[src/rtl/scan_chain_host.sv]
// scan_chain_host: host-side scan-chain driver. Each write byte is shifted
// onto the chain LSB-first while scan_enable is high. Bits coming back on
// scan_out are collected and returned as readback bytes. One session shifts
// exactly CHAIN_LEN bits.
// Ports:
//   clk, rst_n             clock, async active-low reset
//   start, target_busy     session request; ignored while target_busy is high
//   busy, done             session active / one-cycle end pulse
//   in_data/valid/ready    write byte stream (LSB first)
//   out_data/valid/ready   readback byte stream
//   scan_enable, scan_in   to the chain; scan_out from the chain
module scan_chain_host #(
  parameter int unsigned CHAIN_LEN = 136
) (
  input  logic       clk,
  input  logic       rst_n,
  input  logic       start,
  input  logic       target_busy,
  output logic       busy,
  output logic       done,
  input  logic [7:0] in_data,
  input  logic       in_valid,
  output logic       in_ready,
  output logic [7:0] out_data,
  output logic       out_valid,
  input  logic       out_ready,
  output logic       scan_enable,
  output logic       scan_in,
  input  logic       scan_out
);
  localparam int unsigned RW_MIN = $clog2(CHAIN_LEN + 1);
  // At least 4 bits, so the constant 8 fits in the min(8, remaining) compare.
  localparam int unsigned RW = (RW_MIN < 4) ? 4 : RW_MIN;

  typedef enum logic [2:0] {
    S_IDLE,
    S_LOAD,
    S_SHIFT,
    S_PUSH,
    S_DONE
  } state_e;

  state_e        state_q, state_d;
  logic [7:0]    tx_q, tx_d;
  logic [7:0]    rx_q, rx_d;
  logic [3:0]    nbit_q, nbit_d;
  logic [2:0]    bpos_q, bpos_d;
  logic [RW-1:0] remaining_q, remaining_d;

  always_comb begin
    state_d     = state_q;
    tx_d        = tx_q;
    rx_d        = rx_q;
    nbit_d      = nbit_q;
    bpos_d      = bpos_q;
    remaining_d = remaining_q;
    unique case (state_q)
      S_IDLE: begin
        if (start && !target_busy) begin
          state_d     = S_LOAD;
          remaining_d = RW'(CHAIN_LEN);
        end
      end
      S_LOAD: begin
        if (in_valid) begin
          tx_d    = in_data;
          rx_d    = '0;
          bpos_d  = '0;
          nbit_d  = (remaining_q >= RW'(8)) ? 4'd8 : remaining_q[3:0];
          state_d = S_SHIFT;
        end
      end
      S_SHIFT: begin
        tx_d         = {1'b0, tx_q[7:1]};
        // Readback is written by bit position rather than shifted in, so a
        // partial last byte lands in [n-1:0] with the upper bits left at 0.
        rx_d[bpos_q] = scan_out;
        bpos_d       = bpos_q + 3'd1;
        nbit_d       = nbit_q - 4'd1;
        remaining_d  = remaining_q - RW'(1);
        if (nbit_q == 4'd1) begin
          state_d = S_PUSH;
        end
      end
      S_PUSH: begin
        if (out_ready) begin
          state_d = (remaining_q == '0) ? S_DONE : S_LOAD;
        end
      end
      S_DONE: begin
        state_d = S_IDLE;
      end
      default: begin
        state_d = S_IDLE;
      end
    endcase
  end

  always_ff @(posedge clk or negedge rst_n) begin
    if (!rst_n) begin
      state_q     <= S_IDLE;
      tx_q        <= '0;
      rx_q        <= '0;
      nbit_q      <= '0;
      bpos_q      <= '0;
      remaining_q <= '0;
    end else begin
      state_q     <= state_d;
      tx_q        <= tx_d;
      rx_q        <= rx_d;
      nbit_q      <= nbit_d;
      bpos_q      <= bpos_d;
      remaining_q <= remaining_d;
    end
  end

  // Decoded from registered state only; reset drives them all low at once.
  assign busy        = (state_q == S_LOAD) || (state_q == S_SHIFT) || (state_q == S_PUSH);
  assign done        = (state_q == S_DONE);
  assign in_ready    = (state_q == S_LOAD);
  assign out_valid   = (state_q == S_PUSH);
  assign out_data    = (state_q == S_PUSH) ? rx_q : '0;
  assign scan_enable = (state_q == S_SHIFT);
  assign scan_in     = (state_q == S_SHIFT) ? tx_q[0] : 1'b0;

endmodule

[config.mk]
export PLATFORM = sky130hd
export DESIGN_NAME = scan_chain_host
export DESIGN_NICKNAME = d
export VERILOG_FILES = /design/src/rtl/scan_chain_host.sv
export SDC_FILE = /design/constraint.sdc
export NUM_CORES = 1
export LEC_CHECK = 0
export BUFFER_PORTS_ARGS = -buffer_cell sky130_fd_sc_hd__clkbuf_2
export CAP_MARGIN = 15
export CORE_ASPECT_RATIO = 1.25
export CORE_MARGIN = 2
export CORE_UTILIZATION = 55
export DETAILED_ROUTE_END_ITERATION = 10
export PLACE_DENSITY = 0.78
export SETUP_SLACK_MARGIN = 0.02
export SYNTH_ARGS = -nofsm -noshare
export SYNTH_HDL_FRONTEND = slang
export SYNTH_SLANG_ARGS = --single-unit
export TNS_END_PERCENT = 1
[constraint.sdc]
create_clock -name clk -period 1.9 [get_ports clk]
set_clock_uncertainty 0.2 [all_clocks]
set_input_delay 0.38 -clock clk [delete_from_list [all_inputs] [get_ports clk]]
set_output_delay 0.38 -clock clk [all_outputs]
set_load 0.05 [all_outputs]
==> impl_metrics.csv <==
group,metric,value,unit
timing,max_slew_margin,71.5,%
final_layout,fillerInstances,189,
clocking,cts_made_buffers,5,
synthesis,netlist_instances,187,
grt,met3_usage,6.95,%
timing,setup_slack,-0.204,ns
synthesis,async_reset_ff_share,100,%
grt,grtUsageMet2,45.5,%
die,die_height,67.1,um
timing,worst_hold_slack,0.0813,ns
clocking,path_clk_slew,0.11,ns
synthesis,synth.avg_cell_area,9.35,um2
power,vdd_drop_max,1230,uV
final_layout,n_antenna_cell,0,
timing,worst_pin_slew,0.428,ns
final_layout,area_growth,38.7,%
critical_path,crit_type,"reg -> out",
clocking,cts_tree,"done",
grt,grt.overflow.total,0,
grt,track_usage,25.7,%
critical_path,slowest_stage,"or3b_4",
drt,wl_per_cell,15.3,um
critical_path,required,1.32,ns
critical_path,crit_chain,"or3b_4 -> clkinv_4 -> and2_4 -> clkbuf_16",
grt,grt_pass1_vias,1505,
critical_path,critPathCaptureType,"output pin",
synthesis,yosys.area.top_type,"dfrtp_1",
critical_path,cpPeakStageDelay,0.43,ns
hold_path,min-delay-start,"in_data[7]",
synthesis,synth_nets,207,
outcome,violations,"setup timing",
grt,top_usage_layer,"met2",
synthesis,synth_top_area_share,48.6,%
timing,slew_viol_final,0,
synthesis,netlist_area,1750,um2
final_layout,final_area,2430,um2
synthesis,synthDistinctLibCells,41,
die,start_util,58.3,%
timing,finalCriticalPeriod,2.10,ns
synthesis,yosysSeqAreaShare,48.6,%
place,routabilityCongestion,0.825,
run,maxCapViolations,0,
die,pin_count,29,
grt,grt_antenna_before_repair,0,
power,p_leak,1.13,nW
place,place.detailed.instances,257,
final_layout,final_common_cell,"dfrtp_1",
drt,via_per_inst,5.71,
die,dieWidth,54.4,um
timing,hold_violations,0,
final_layout,drive_gt1_share,32.2,%
final_layout,layout.cells.non_filler,272,
grt,grt_pass1_wl,6.76,mm
grt,grt_max_degree,35,
critical_path,arrival,1.52,ns
drt,routed_wl,4.16,mm
clocking,cts_sinks,34,
drt,drc_errors,0,
synthesis,netlist_top_cells_area,"dfrtp_1 49%, nor2_1 5.8%, ha_1 3.6%",
clocking,clock_latency,0.33,ns
critical_path,start_kind,"flip-flop",
place,io_buffers,28,
timing,rsz0062_at_grt,"true",
synthesis,synth_edf_count,0,
drt,drtAntennaViolNets,0,
drt,dr.first_iter.drc_count,33,
drt,num_vias,1552,
power,power_density,1690,nW/um2
timing,finalSetupViolCount,15,
synthesis,synth_warnings,0,
final_layout,mostFrequentLayoutCells,"34 x dfrtp_1, 26 x nor2_1, 16 x nand2_1, 16 x buf_4, 14 x clkbuf_2",
timing,fin_crit_sh,111,%
place,dp_hpwl,2.72,mm
hold_path,hold_path.class,"in -> reg",
final_layout,finalNetCount,255,
outcome,status,"finished, violations left",
place,place_area,2030,um2
timing,max_freq,475,MHz
synthesis,ys_seq_elements,34,
critical_path,crit_path_start,"state_q[2]",
die,coreArea,3000,um2
die,std_cell_rows,22,
synthesis,synth_ff_type,"dfrtp_1",
die,dieArea,3650,um2
clocking,htreeDepth,2,
clocking,clk_path_buf_depth,2,
clocking,cts_root_buf,"clkbuf_4",
drt,firstDrtPassIters,4,
critical_path,cp_max_fo,4,
critical_path,r2r_start,"state_q[2]",
grt,grt_use_met1,29.3,%
## logic make-up (layout without fill, tap and decap cells)
kind of cell / count (synthesis) / in the layout / share of synthesized area, %
buffers and inverters: 18 / 67 / 4.65
AND/OR/NAND/NOR: 91 / 91 / 27.1
adder cells (fa/ha/maj): 5 / 5 / 3.58
AO/OA/AOI/OAI: 32 / 32 / 12.2
multiplexers: 5 / 5 / 2.86
XOR/XNOR: 2 / 2 / 1.00
flip-flops: 34 / 34 / 48.6
## sequential cells by signal, summed over array words and instances (netlist names)
name and flops:
remaining_q 8, bpos_q 3, rx_q 8, state_q 3, tx_q 8, nbit_q 4
## routing by layer
layer | part of all wire [%] | routed length (um) | vias up
li1 | - | - | 755
met5 | 0 | 0 | -
met1 | 41 | 1690 | 755
met4 | 0.82 | 34 | 0
met3 | 3.1 | 131 | 4
met2 | 55 | 2310 | 38
## per-stage QoR
step           util (%)  setup slack (ns)  total power, mW  setup TNS [ns]
3_3_place_gp       67.7            0.0537             2.90               0
5_1_grt            80.9            -0.261             4.36           -3.14
3_5_place_dp       67.7            0.0277             2.99               0
4_1_cts            78.4            -0.180             3.97           -1.66
6_report           80.9            -0.204             4.09           -1.88
2_1_floorplan         -           -0.0672             2.49          -0.290
## repair_timing
action                     4_1_cts  5_1_grt
hold endpoints to repair        34        0
pin swaps                        2        4
hold buffers                     1        0
setup endpoints to repair       14       30
gates resized for setup         36       22
cloned                           0        0
buffers inserted                 6        0
## report_power, final
group	total, mW	internal, mW	leakage [nW]	switching (mW)
clock network	0.692	0.446	0.0585	0.246
logic	2.10	0.978	0.655	1.12
registers	1.30	1.02	0.421	0.287
total	4.09	2.44	1.13	1.65
## area by class of cell
type | instances | area (um2) | share of cell area (%)
Multi-Input combinational cell | 135 | 893 | 36.8
Inverter | 8 | 35.0 | 1.44
Tap cell | 36 | 45.0 | 1.86
Clock inverter | 2 | 60.1 | 2.48
Timing Repair Buffer | 51 | 490 | 20.2
Clock buffer | 6 | 51.3 | 2.11
Sequential cell | 34 | 851 | 35.1
## path summary, 6_finish.rpt
check / depth (start not counted) / endpoint / slack [ns]
worst max-delay path: 4 / scan_in / -0.20
worst min-delay path: 2 / tx_q[7] / 0.08
worst max register to register: 6 / remaining_q[5] / -0.02
worst min register to register: 1 / remaining_q[7] / 0.29
max in group asynchronous: 3 / remaining_q[3] / 0.78
min in group asynchronous: 3 / bpos_q[0] / 0.42
## cell usage after synthesis (2+ instances only)
master    instances
and2_1            2
nand3_1          12
ha_1              5
nor2b_1           3
buf_4             2
mux2i_1           5
dfrtp_1          34
inv_1             7
nor2_1           27
nand2b_1          5
nor4_1            2
and3_1            8
buf_2             4
clkbuf_1          4
xnor2_1           2
nor4b_1           2
a22o_1            2
o21ai_0           9
a21oi_1           3
o22ai_1           8
nand4_1           2
nor3_1            4
nand3b_1          2
nand2_1          16
## critical path, delay by kind of cell (launching register included)
| kind | cells | cell delay, ns |
|---|---|---|
| DFF | 1 | 0.41 |
| and+or+nand+nor | 2 | 0.57 |
| buffers and inverters | 2 | 0.22 |
Power figures use the tool's default switching activity.
